## src/rtl/sram_byte_ctrl_if.sv

```systemverilog
// Word-wide request/response bus between a bus master and the byte-wide SRAM controller.
// The master holds valid_i with stable fields until ready_o pulses.
interface sram_byte_ctrl_if;
    logic        valid_i;
    logic        ready_o;
    logic [18:0] addr_i;
    logic [3:0]  wstrb_i;
    logic [31:0] write_data_i;
    logic [31:0] read_data_o;

    modport master (
        output valid_i, addr_i, wstrb_i, write_data_i,
        input  ready_o, read_data_o
    );

    modport slave (
        input  valid_i, addr_i, wstrb_i, write_data_i,
        output ready_o, read_data_o
    );
endinterface

```

## src/rtl/sram_byte_ctrl.sv

```systemverilog
// Converts 32-bit word requests into sequences of byte accesses on an asynchronous 8-bit SRAM.
// Reads walk lanes 0..3 back-to-back; writes visit only strobed lanes, each followed by a recovery cycle.
module sram_byte_ctrl #(
    parameter int unsigned ACCESS_CYCLES = 2
) (
    input  logic              clk_i,
    input  logic              rst_i,
    sram_byte_ctrl_if.slave   bus,
    output logic [18:0]       mem_addr_o,
    input  logic [7:0]        mem_dq_i,
    output logic [7:0]        mem_dq_o,
    output logic              mem_dq_oe_o,
    output logic              mem_ce_n_o,
    output logic              mem_oe_n_o,
    output logic              mem_we_n_o
);

    typedef enum logic [1:0] {IDLE, ACCESS, RECOVER, DONE} state_t;

    localparam logic [3:0] CNT_LAST = 4'(ACCESS_CYCLES - 1);

    state_t      state, state_next;
    logic [16:0] word_q;
    logic [31:0] wdata_q;
    logic [3:0]  pend_q;
    logic        is_write_q;
    logic [1:0]  lane_q;
    logic [3:0]  cnt_q;
    logic [31:0] rdata_q;

    logic        last_access;
    logic [3:0]  pend_rest;

    function automatic logic [1:0] lowest_lane(input logic [3:0] mask);
        if (mask[0])      return 2'd0;
        else if (mask[1]) return 2'd1;
        else if (mask[2]) return 2'd2;
        else              return 2'd3;
    endfunction

    assign last_access = (cnt_q == CNT_LAST);
    // Strobed lanes still to be written once the current lane retires.
    assign pend_rest   = pend_q & ~(4'b0001 << lane_q);

    // NOTE: sequential state uses non-blocking assignments so every register samples pre-edge values.
    always_ff @(posedge clk_i or posedge rst_i) begin
        if (rst_i) state <= IDLE;
        else       state <= state_next;
    end

    always_comb begin
        state_next = state;
        unique case (state)
            IDLE:    if (bus.valid_i) state_next = ACCESS;
            ACCESS:  if (last_access) begin
                         if (is_write_q)          state_next = RECOVER;
                         else if (lane_q == 2'd3) state_next = DONE;
                     end
            RECOVER: state_next = (pend_rest != 4'b0000) ? ACCESS : DONE;
            DONE:    state_next = IDLE;
            default: state_next = IDLE;
        endcase
    end

    always_ff @(posedge clk_i or posedge rst_i) begin
        if (rst_i) begin
            word_q     <= '0;
            wdata_q    <= '0;
            pend_q     <= '0;
            is_write_q <= 1'b0;
            lane_q     <= '0;
            cnt_q      <= '0;
            rdata_q    <= '0;
        end else begin
            unique case (state)
                IDLE: if (bus.valid_i) begin
                    word_q     <= bus.addr_i[18:2];
                    wdata_q    <= bus.write_data_i;
                    pend_q     <= bus.wstrb_i;
                    is_write_q <= |bus.wstrb_i;
                    lane_q     <= (|bus.wstrb_i) ? lowest_lane(bus.wstrb_i) : 2'd0;
                    cnt_q      <= '0;
                end
                ACCESS: if (last_access) begin
                    cnt_q <= '0;
                    if (!is_write_q) begin
                        rdata_q[{lane_q, 3'b000} +: 8] <= mem_dq_i;
                        lane_q                         <= lane_q + 2'd1;
                    end
                end else begin
                    cnt_q <= cnt_q + 4'd1;
                end
                RECOVER: begin
                    pend_q <= pend_rest;
                    if (pend_rest != 4'b0000) lane_q <= lowest_lane(pend_rest);
                end
                default: ;
            endcase
        end
    end

    assign mem_addr_o      = {word_q, lane_q};
    assign mem_dq_o        = wdata_q[{lane_q, 3'b000} +: 8];
    assign bus.read_data_o = rdata_q;

    // NOTE: every output gets a default before the case so no latch is inferred.
    always_comb begin
        mem_ce_n_o  = 1'b1;
        mem_oe_n_o  = 1'b1;
        mem_we_n_o  = 1'b1;
        mem_dq_oe_o = 1'b0;
        bus.ready_o = 1'b0;
        unique case (state)
            ACCESS: begin
                mem_ce_n_o = 1'b0;
                if (is_write_q) begin
                    mem_we_n_o  = 1'b0;
                    mem_dq_oe_o = 1'b1;
                end else begin
                    mem_oe_n_o = 1'b0;
                end
            end
            RECOVER: begin
                mem_ce_n_o  = 1'b0;
                mem_dq_oe_o = 1'b1;
            end
            DONE:    bus.ready_o = 1'b1;
            default: ;
        endcase
    end

endmodule

```

## src/flat_wrapper.sv

```systemverilog
// flat-port wrapper written by rule: the top's interface ports become plain ports
module sram_byte_ctrl_flat 
#(
    parameter int unsigned ACCESS_CYCLES = 2
)
  (clk_i, rst_i, mem_addr_o, mem_dq_i, mem_dq_o, mem_dq_oe_o, mem_ce_n_o, mem_oe_n_o, mem_we_n_o, bus_valid_i, bus_addr_i, bus_wstrb_i, bus_write_data_i, bus_ready_o, bus_read_data_o);
  sram_byte_ctrl_if bus_i ();
  input  logic clk_i;
  input  logic rst_i;
  output logic [18:0] mem_addr_o;
  input  logic [7:0] mem_dq_i;
  output logic [7:0] mem_dq_o;
  output logic mem_dq_oe_o;
  output logic mem_ce_n_o;
  output logic mem_oe_n_o;
  output logic mem_we_n_o;
  input wire logic [$bits(bus_i.valid_i)-1:0] bus_valid_i;
  input wire logic [$bits(bus_i.addr_i)-1:0] bus_addr_i;
  input wire logic [$bits(bus_i.wstrb_i)-1:0] bus_wstrb_i;
  input wire logic [$bits(bus_i.write_data_i)-1:0] bus_write_data_i;
  output wire logic [$bits(bus_i.ready_o)-1:0] bus_ready_o;
  output wire logic [$bits(bus_i.read_data_o)-1:0] bus_read_data_o;
  assign bus_i.valid_i = bus_valid_i;
  assign bus_i.addr_i = bus_addr_i;
  assign bus_i.wstrb_i = bus_wstrb_i;
  assign bus_i.write_data_i = bus_write_data_i;
  assign bus_ready_o = bus_i.ready_o;
  assign bus_read_data_o = bus_i.read_data_o;
  sram_byte_ctrl #(.ACCESS_CYCLES(ACCESS_CYCLES)) u_core (.clk_i(clk_i), .rst_i(rst_i), .bus(bus_i), .mem_addr_o(mem_addr_o), .mem_dq_i(mem_dq_i), .mem_dq_o(mem_dq_o), .mem_dq_oe_o(mem_dq_oe_o), .mem_ce_n_o(mem_ce_n_o), .mem_oe_n_o(mem_oe_n_o), .mem_we_n_o(mem_we_n_o));
endmodule
```

## config.mk

```make
export PLATFORM = sky130hd
export DESIGN_NAME = sram_byte_ctrl_flat
export DESIGN_NICKNAME = d
export VERILOG_FILES = /design/src/rtl/sram_byte_ctrl_if.sv /design/src/rtl/sram_byte_ctrl.sv /design/src/flat_wrapper.sv
export SDC_FILE = /design/constraint.sdc
export NUM_CORES = 1
export LEC_CHECK = 0
export CORE_MARGIN = 2
export CORE_UTILIZATION = 50
export CTS_CLUSTER_SIZE = 40
export DETAILED_ROUTE_END_ITERATION = 7
export PLACE_DENSITY = 0.85
export SLEW_MARGIN = 20
export SYNTH_ARGS = -nofsm -noshare
export SYNTH_HDL_FRONTEND = slang
export SYNTH_SLANG_ARGS = --single-unit
```

## constraint.sdc

```tcl
create_clock -name clk_i -period 7.63 [get_ports clk_i]
set_input_delay 1.1445 -clock clk_i [delete_from_list [all_inputs] [get_ports clk_i]]
set_output_delay 1.1445 -clock clk_i [all_outputs]
set_load 0.005 [all_outputs]
```

After elaboration in Yosys (flattened, before gate mapping)
Cells that the tools add are included.

Output and inout bits: 64. Bits in latches: 0. Word-level logic and storage cells: 72. Input bits: 66. ROM bits: 0. Bits in registers: 94. Memory bits (writable): 0. Memories kept: 0.

Bitwise operators: 3. Eq/ne operators: 10. Multipliers: 0. Mux-type cells: 31. Reductions and logical operators: 13. $add $sub $neg: 3. $lt $le $gt $ge: 0. Shift-type cells: 4. Divide/modulo/power cells: 0.

Operator list (number): bitwise mux 32 bit (1); variable shift 8 x 7 -> 32 bit, first input constant (1); variable part select 32 x 6 -> 8 bit (1); variable part select 8 x 7 -> 32 bit (1); two-way mux 2 bit (14); case mux 4 bit (2 select lines) (2); two-way mux 4 bit (3); two-way mux 1 bit (8); case mux 2 bit (4 select lines) (1); negation 5 -> 7 bit (1); equality test 2 bit, second input constant (3); case mux 2 bit (3 select lines) (1); AND reduction 2 bit (3); AND reduction 3 bit (2); AND reduction 5 bit (1); adder 4 x 1 -> 4 bit, second input constant (1); bitwise AND 4 bit (1); equality test 4 x 1 -> 1 bit, second input constant (1); inequality test 2 x 1 -> 1 bit, second input constant (2); inequality test 2 bit, second input constant (2); inverter 4 bit (1); nonzero test 2 bit (2); nonzero test 4 bit (1); OR reduction 4 bit (1); other kinds (9) (9).

Depth between registers and ports, before layout
Gate-level depths: netlist (run 1).

Word-level depth: 8. Gate-level depth with buffers: 7. Depth with buffers taken out: 6.

Worst setup path before layout (run 1)
No wires, ideal clock.

Path kind: register to output. Start point: reg u_core.lane_q[0]. End point: out mem_dq_o[2]. Buffers on the path: 1. Required time: 6485 ps. Cell stages (with the launch flop): 3. Slack: 5157 ps. Data arrival time: 1328 ps. Cells stage by stage: dfrtp_1 buf_2 mux4_2.

Cells in the longest elaborated chain, start to end: 1.

RTL lines: start, declared (line sram_byte_ctrl.sv:27) `logic [1:0] lane_q;`; start signal, assigned (line sram_byte_ctrl.sv:81) `lane_q <= (|bus.wstrb_i) ? lowest_lane(bus.wstrb_i) : 2'd0;`; start signal, assigned (line sram_byte_ctrl.sv:88) `lane_q <= lane_q + 2'd1;`; start signal, assigned (line sram_byte_ctrl.sv:95) `if (pend_rest != 4'b0000) lane_q <= lowest_lane(pend_rest);`; variable part select 32 x 6 -> 8 bit (line sram_byte_ctrl.sv:103) `assign mem_dq_o = wdata_q[{lane_q, 3'b000} +: 8];`; end, declared (line flat_wrapper.sv:12) `output logic [7:0] mem_dq_o;`.

No other way between the ends.

Worst setup path in the final report (run 1)
Start point: reg u_core.state[1]. End point: out mem_oe_n_o.

Cells in the longest elaborated chain, start to end: 2.

RTL lines: start, declared (line sram_byte_ctrl.sv:22) `state_t state, state_next;`; start signal, assigned (line sram_byte_ctrl.sv:48) `else state <= state_next;`; equality test 2 x 1 -> 1 bit (line sram_byte_ctrl.sv:113) `unique case (state)`; two-way mux 1 bit (line sram_byte_ctrl.sv:113); end, declared (line flat_wrapper.sv:15) `output logic mem_oe_n_o;`.

No other way between the ends.

==> results of run 1 <==
[metal layers]
layer  track usage, %  share of wire [%]  vias to the layer above
li1                 -                  -                     1530
met1             27.2                 42                     1559
met2             34.3                 48                      118
met3             6.21                8.5                        9
met4             7.75                1.2                        0
met5                0                  0                        -
[layout make-up]
cell class	instances	share of cell area, %
Sequential cell	94	40.0
Timing Repair Buffer	129	21.9
Multi-Input combinational cell	247	30.8
Tap cell	105	2.23
Inverter	12	0.787
Clock buffer	10	2.34
Clock inverter	6	1.98
[stage by stage]
step                      util, %  instance area (um2)  instances  setup slack [ns]
final                        71.3                 5880        603              4.05
after global routing         71.3                 5880        603              3.94
after CTS                    71.3                 5880        603              4.05
after detailed placement     68.2                 5630        587              4.46
after global placement       68.2                 5630        587              4.48
after floorplan                 -                 4280        369              4.04
[power by group]
group	leakage [uW]	internal (uW)	total (uW)	switching [uW]
Sequential	0.00113	744	909	165
Clock	0.000127	230	411	182
Combinational	0.00121	690	1120	435
[worst min-delay path by stage]
stage	start	endpoint	slack [ns]	depth (start not counted)
2_1_floorplan	u_core.is_write_q$_DFFE_PP0P_	u_core.is_write_q$_DFFE_PP0P_	0.46	2
3_3_place_gp	u_core.bus.read_data_o[7]$_DFFE_PP0P_	u_core.bus.read_data_o[7]$_DFFE_PP0P_	0.46	2
3_5_place_dp	u_core.bus.read_data_o[6]$_DFFE_PP0P_	u_core.bus.read_data_o[6]$_DFFE_PP0P_	0.47	2
4_1_cts	u_core.bus.read_data_o[6]$_DFFE_PP0P_	u_core.bus.read_data_o[6]$_DFFE_PP0P_	0.49	2
5_1_grt	u_core.bus.read_data_o[9]$_DFFE_PP0P_	u_core.bus.read_data_o[9]$_DFFE_PP0P_	0.51	2
6_report	u_core.bus.read_data_o[7]$_DFFE_PP0P_	u_core.bus.read_data_o[7]$_DFFE_PP0P_	0.48	2
[worst reg2reg max path: cells and delay by family (launching register included)]
family          cells  cell delay (ns)
fa+ha+maj           1             0.43
compound gates      1             0.21
buf+inv             1             0.28
flops               1             0.89
simple gates        2             0.97
[state kept, by name (all words and copies together) (netlist names)]
| name | count |
|---|---|
| u_core.bus.read_data_o | 32 |
| u_core.pend_q | 4 |
| u_core.cnt_q | 4 |
| u_core.is_write_q | 1 |
| u_core.wdata_q | 32 |
| u_core.word_q | 17 |
| u_core.lane_q | 2 |
| u_core.state | 2 |
[cell families after synthesis]
kind of cell / after synthesis / synth area share [%]
mux: 60 / 17.9
flops: 94 / 55.0
compound gates: 69 / 9.65
fa+ha+maj: 14 / 4.09
simple gates: 104 / 10.7
buf+inv: 28 / 2.69
[cells in the final DEF (no fill, tap or decap), drive strengths merged, types with 2 or more instances in the layout]
cell           instances
nor3                   2
nand2b                 2
o21a                   3
a2111oi                2
clkbuf                10
nor3b                  4
buf                    2
dfrtp                 94
clkinv                 2
nand2                 73
nand3                  6
clkdlybuf4s50        127
mux2                  51
nor2                   3
o31ai                  2
a21oi                  7
mux4                   8
o21ai                 44
inv                   13
a31oi                  5
nor2b                 10
ha                    14
bufinv                 3
==> run_results.csv, run 1 <==
group,metric,value,unit
synth,syn_nets,449,
cells_and_area,fillCellCount,604,
clocking,clock_tree.buffer_depth,2,
global_route,grt_pass1_wl,15000,um
timing,period_share,46.9,%
setup_path,crit_chain,"inv_1, ha_1, nor2b_1, inv_1, clkdlybuf4s50_1",
setup_path,cp_max_fo,12,
die,num_rows,33,
synth,yosys.area.top_type,"dfrtp_1",
power_and_ir_drop,leakagePower,0.00247,uW
synth,ys_types,36,
synth,synth_top_area_share,55.0,%
global_route,track_usage,21.2,%
clocking,cts_setup_buffers,0,
routing,routed_wirelength,9460,um
synth,ys.flop_type,"dfrtp_1",
cells_and_area,nNetsFinal,573,
setup_path,path_depth,5,
cells_and_area,areaGrowthSynthToFinish,37.5,%
die,dieHeight,96.5,um
cells_and_area,multi_input_area,1810,um2
die,core-area,8260,um2
timing,fin_hold_ws,0.485,ns
clocking,cts_tree,"yes",
routing,vias_per_cell,5.33,
clocking,hold_buffers,0,
timing,fin_skew,0.0112,ns
power_and_ir_drop,power_density,416,nW/um2
setup_path,startpoint,"u_core.state[1]$_DFFE_PP0P_",
setup_path,reg2reg_to,"u_core.bus.read_data_o[2]$_DFFE_PP0P_",
setup_path,start_kind,"register",
synth,synth.most_common_cell,"dfrtp_1",
setup_path,setup.worst_path.end_class,"output port",
global_route,grt_max_degree,57,
clocking,clkTransAtPathRegs,0.09,ns
timing,tns,0,ns
synth,ys_async_sr_fraction,100,%
cells_and_area,drive_gt1_share,15.9,%
die,io_pins,130,
synth,yosys_register_bits,94,
power_and_ir_drop,irDropWorstVdd,217,uV
run,maxCapViolations,0,
timing,final_hold_viol_count,0,
timing,max_freq,280,MHz
setup_path,critical_path.endpoint,"mem_oe_n_o",
clocking,htreeDepth,3,
die,die_w,96.5,um
placement,gp_congestion,0.875,
die,initial_core_util,51.8,%
synth,syn_area,4280,um2
placement,port_buffers,127,
placement,dp_hpwl,6820,um
global_route,grt_overflow,0,
setup_path,cpLargestDelayFamily,"buffers and inverters",
setup_path,cp_slowest_stage_delay,0.52,ns
clocking,cts-resized-gates,0,
status,status,"finished clean",
timing,maxSlewViolCount,0,
setup_path,worstPathRequired,6.49,ns
global_route,grt_pass1_vias,3111,
global_route,antenna_found_initial,0,
synth,synth_edf_count,0,
synth,yosys_warnings,0,
setup_path,timing.rr.start,"u_core.lane_q[0]$_DFFE_PP0P_",
routing,vias,3216,
setup_path,critPathBufInv,3,
timing,setup_viol,0,
setup_path,r2r_slack,4.77,ns
power_and_ir_drop,total_power,2450,uW
synth,synth-seq-area-share,55.0,%
setup_path,slowest_stage,"nor2b_1",
routing,ant_nets,0,
synth,yosys-top-cells-area,"dfrtp_1 (55%), mux2_2 (13%), nand2_1 (6.4%)",
routing,drt-pass1-iter-count,4,
clocking,cts_num_sinks,94,
hold_path,hold_path_class,"register to register",
setup_path,worst_ep_arrival_time,2.43,ns
routing,drc,0,
synth,avgSynthCellArea,11.6,um2
setup_path,cpMostUsedCell,"inv_1",
cells_and_area,seqCellArea,2350,um2
setup_path,ff2ff_path_depth,5,
routing,wl_per_cell,15.7,um
routing,drtIter0Drc,168,
synth,postSynthCellCount,369,
timing,fin_crit,3.58,ns
clocking,cts-root-buf,"clkbuf_8",
timing,slew_headroom,36.0,%
cells_and_area,n_antenna_cell,0,
timing,rsz0062_at_grt,"false",
synth,synthTopCellsByCount,"dfrtp_1 (94), nand2_1 (73), mux2_2 (49)",
clocking,insertion_delay,0.36,ns
timing,worst_slew_pin_slew,0.957,ns
die,die-area,9310,um2
setup_path,worstSetupPathType,"register to output port",
clocking,cts_made_buffers,9,
Power figures use the tool's default switching activity.
==> run 2: changes to the inputs <==
- CORE_UTILIZATION: 50 -> 42
- PLACE_DENSITY: 0.85 -> 0.76
- clock period: 7.63 -> 3 ns (I/O delays scaled with it)
==> run_results.csv, run 2 (synthesis results as in run 1) <==
group,metric,value,unit
routing,vias,3235,
routing,drt-pass1-iter-count,4,
timing,fin_skew,0.0110,ns
timing,maxSlewViolCount,0,
power_and_ir_drop,irDropWorstVdd,471,uV
power_and_ir_drop,power_density,1030,nW/um2
cells_and_area,areaGrowthSynthToFinish,38.7,%
cells_and_area,multi_input_area,1810,um2
routing,ant_nets,0,
setup_path,worstPathRequired,2.55,ns
cells_and_area,layout_common_cells,"clkdlybuf4s50_1 (127), dfrtp_1 (94), nand2_1 (72), mux2_2 (49), o21ai_0 (43)",
clocking,cts-root-buf,"clkbuf_8",
timing,final_hold_viol_count,0,
clocking,htreeDepth,3,
die,core-area,9820,um2
timing,worst_slew_pin_slew,0.843,ns
timing,tns,0,ns
timing,slew_headroom,43.8,%
placement,dp_hpwl,6970,um
die,initial_core_util,43.6,%
clocking,cts_tree,"yes",
routing,vias_per_cell,5.07,
setup_path,worst_ep_arrival_time,2.34,ns
placement,gp_congestion,0.856,
timing,fin_crit,2.79,ns
status,status,"finished clean",
clocking,clock_tree.buffer_depth,2,
placement,post-place-ws,0.538,ns
global_route,grt_max_degree,95,
die,num_rows,36,
die,die_w,105,um
routing,routed_wirelength,9630,um
die,die-area,11000,um2
cells_and_area,drive_gt1_share,17.0,%
placement,port_buffers,127,
cells_and_area,utilization,60.4,%
cells_and_area,seqCellArea,2350,um2
timing,setup_viol,0,
timing,period_share,92.9,%
cells_and_area,final_common_cell,"clkdlybuf4s50_1",
clocking,insertion_delay,0.35,ns
global_route,grt_pass1_vias,3407,
clocking,cts_setup_buffers,0,
timing,fin_hold_ws,0.488,ns
global_route,track_usage,18.3,%
clocking,cts_made_buffers,9,
routing,drc,0,
cells_and_area,nNetsFinal,580,
cells_and_area,fillCellCount,827,
clocking,cts_num_sinks,94,
cells_and_area,n_antenna_cell,0,
routing,wl_per_cell,15.1,um
setup_path,worstSetupPathType,"register to output port",
timing,rsz0062_at_grt,"false",
global_route,antenna_found_initial,0,
setup_path,cp_max_fo,18,
clocking,clkTransAtPathRegs,0.09,ns
run,maxCapViolations,0,
setup_path,start_kind,"register",
clocking,hold_buffers,0,
power_and_ir_drop,total_power,6090,uW
clocking,cts-resized-gates,0,
setup_path,setup.worst_path.end_class,"output port",
timing,max_freq,359,MHz
global_route,grt_overflow,0,
die,dieHeight,105,um
global_route,grt_pass1_wl,16200,um
die,io_pins,130,
power_and_ir_drop,leakagePower,0.00249,uW
routing,drtIter0Drc,115,
timing,fin_ws,0.213,ns
hold_path,hold_path_class,"register to register",
run 2: metrics by stage:
stage / cells / instance area [um2]
floorplan: 369 / 4280
global placement: 622 / 5730
detailed placement: 622 / 5730
CTS: 638 / 5930
global route: 638 / 5930
finish: 638 / 5930
run 2: critical path: stages, from the launching register on:
cell and delay [ns]:
dfrtp_1 0.90, mux4_2 0.59, clkdlybuf4s50_1 0.50
run 2: final cells by class:
class	count	area share (%)
Clock buffer	10	2.32
Tap cell	133	2.80
Multi-Input combinational cell	247	30.6
Timing Repair Buffer	136	22.8
Sequential cell	94	39.6
Clock inverter	6	1.12
Inverter	12	0.780
run 2: power by group:
group,internal (uW),total (uW),switching (uW)
registers,1890,2310,419
clock network,413,860,447
logic,1800,2920,1120
total,4110,6090,1990
run 2: final timing paths:
kind	from	end	slack, ns	depth (start not counted)
max	u_core.lane_q[0]$_DFFE_PP0P_	mem_dq_o[0]	0.21	2
min	u_core.bus.read_data_o[29]$_DFFE_PP0P_	u_core.bus.read_data_o[29]$_DFFE_PP0P_	0.49	2
max reg2reg	u_core.lane_q[0]$_DFFE_PP0P_	u_core.lane_q[1]$_DFFE_PP0P_	0.59	6
min reg2reg	u_core.bus.read_data_o[29]$_DFFE_PP0P_	u_core.bus.read_data_o[29]$_DFFE_PP0P_	0.49	2
max in group asynchronous	rst_i	u_core.wdata_q[18]$_DFFE_PP0P_	2.10	3
min in group asynchronous	rst_i	u_core.bus.read_data_o[16]$_DFFE_PP0P_	0.51	3
run 2: routing by layer:
metal	vias to the layer above	wire [um]	GRT usage [%]	share of wire (%)
li1	1542	-	-	-
met1	1570	4120	22.8	43
met2	108	4480	29.4	47
met3	15	868	7.05	9.0
met4	0	160	6.19	1.7
met5	-	0	0	0
==> run 3: changes to the inputs <==
- GPL_TIMING_DRIVEN: not set -> 0
- PLACE_DENSITY: 0.76 -> 0.74
==> run_results.csv, run 3 (synthesis results as in run 1) <==
group,metric,value,unit
clocking,clock_tree.buffer_depth,2,
global_route,track_usage,18.6,%
die,num_rows,36,
setup_path,worst_ep_arrival_time,2.35,ns
power_and_ir_drop,power_density,1010,nW/um2
clocking,clkTransAtPathRegs,0.10,ns
timing,slew_headroom,46.2,%
placement,place_area,5750,um2
timing,final_hold_viol_count,0,
cells_and_area,multi_input_area,1830,um2
routing,wl_per_cell,15.4,um
cells_and_area,nNetsFinal,588,
timing,worst_slew_pin_slew,0.802,ns
timing,rsz0062_at_grt,"false",
setup_path,cp_max_fo,10,
cells_and_area,drive_gt1_share,15.8,%
setup_path,reg2reg_to,"u_core.bus.read_data_o[27]$_DFFE_PP0P_",
global_route,grt_pass1_vias,3347,
global_route,grt_overflow,0,
die,dieHeight,105,um
hold_path,hold_path_class,"input port to async pin",
placement,dp_hpwl,7480,um
setup_path,worstSetupPathType,"register to output port",
clocking,cts_tree,"yes",
setup_path,worstPathRequired,2.55,ns
routing,drt-pass1-iter-count,4,
placement,gp_congestion,0.890,
setup_path,timing.rr.start,"u_core.lane_q[1]$_DFFE_PP0P_",
cells_and_area,seqCellArea,2350,um2
global_route,grt_pass1_wl,16500,um
setup_path,r2r_slack,0.38,ns
timing,fin_crit,2.80,ns
placement,port_buffers,127,
clocking,hold_buffers,0,
die,die-area,11000,um2
run,maxCapViolations,0,
timing,period_share,93.4,%
power_and_ir_drop,leakagePower,0.00246,uW
clocking,insertion_delay,0.36,ns
timing,setup_viol,0,
cells_and_area,layout_common_cells,"clkdlybuf4s50_1 (127), dfrtp_1 (94), nand2_1 (73), mux2_2 (49), o21ai_0 (43)",
routing,drtIter0Drc,162,
die,die_w,105,um
global_route,antenna_found_initial,0,
setup_path,setup.worst_path.end_class,"output port",
clocking,cts_num_sinks,94,
cells_and_area,final_common_cell,"clkdlybuf4s50_1",
cells_and_area,n_antenna_cell,0,
routing,ant_nets,0,
routing,drc,0,
clocking,cts-root-buf,"clkbuf_8",
setup_path,start_kind,"register",
cells_and_area,areaGrowthSynthToFinish,38.6,%
die,initial_core_util,43.6,%
clocking,htreeDepth,3,
cells_and_area,fin_area,5930,um2
status,status,"finished clean",
timing,max_freq,357,MHz
die,core-area,9820,um2
global_route,grt_max_degree,77,
clocking,cts_made_buffers,9,
routing,routed_wirelength,9950,um
timing,fin_hold_ws,0.396,ns
cells_and_area,fillCellCount,876,
setup_path,ff2ff_path_depth,6,
power_and_ir_drop,irDropWorstVdd,515,uV
die,io_pins,130,
routing,vias,3250,
timing,fin_skew,0.0150,ns
timing,maxSlewViolCount,0,
routing,vias_per_cell,5.04,
timing,tns,0,ns
## run 3: cell count changes in the layout (fill, tap and decap cells not counted), sizes merged
cell,before,now
inv,13,12
clkinv,4,3
clkbuf,10,18
clkinvlp,0,2
bufinv,1,0
## run 3: worst max path at each step
stage | startpoint | to | slack, ns | cells past startpoint
6_report | u_core.lane_q[0]$_DFFE_PP0P_ | mem_dq_o[4] | 0.20 | 3
5_1_grt | u_core.lane_q[0]$_DFFE_PP0P_ | mem_dq_o[6] | 0.05 | 3
4_1_cts | u_core.lane_q[0]$_DFFE_PP0P_ | mem_dq_o[4] | 0.16 | 3
3_5_place_dp | u_core.lane_q[1]$_DFFE_PP0P_ | u_core.bus.read_data_o[16]$_DFFE_PP0P_ | 0.27 | 6
3_3_place_gp | rst_i | u_core.word_q[3]$_DFFE_PP0P_ | -1.29 | 2
2_1_floorplan | rst_i | u_core.bus.read_data_o[0]$_DFFE_PP0P_ | 0.10 | 1
## run 3: what timing repair did
item	4_1_cts	5_1_grt
gates resized for setup	0	3
endpoints found under the setup margin	0	10
buffers inserted	0	0
## run 3: cell type report
| class | count | share of cell area (%) |
|---|---|---|
| Buffer | 16 | 1.18 |
| Tap cell | 133 | 2.81 |
| Timing Repair Buffer | 128 | 21.9 |
| Sequential cell | 94 | 39.7 |
| Clock buffer | 10 | 2.15 |
| Multi-Input combinational cell | 247 | 30.8 |
| Clock inverter | 5 | 0.633 |
| Inverter | 12 | 0.844 |
## run 3: power breakdown
group | internal, uW | switching [uW] | total, uW
Clock | 299 | 436 | 735
Combinational | 1790 | 1190 | 2990
Sequential | 1890 | 365 | 2260
## run 3: worst max-delay path: stages, from the launching register on
cell and delay (ns):
dfrtp_1 0.57, buf_2 0.40, mux4_2 0.57, clkdlybuf4s50_1 0.46
## run 3: stage by stage
step	cells	utilization [%]	power [uW]	setup WS, ns
floorplan	369	-	3770	0.101
global placement	629	58.2	5170	-1.29
detailed placement	630	58.5	5280	0.269
CTS	645	60.2	6030	0.157
global route	645	60.4	6430	0.0494
finish	645	60.4	5980	0.199
## run 3: metal layers
layer,GRT usage (%),routed length [um],part of all wire (%)
met5,0,0,0
met4,5.90,116,1.2
met3,6.36,805,8.1
met2,29.4,4630,47
met1,24.1,4390,44
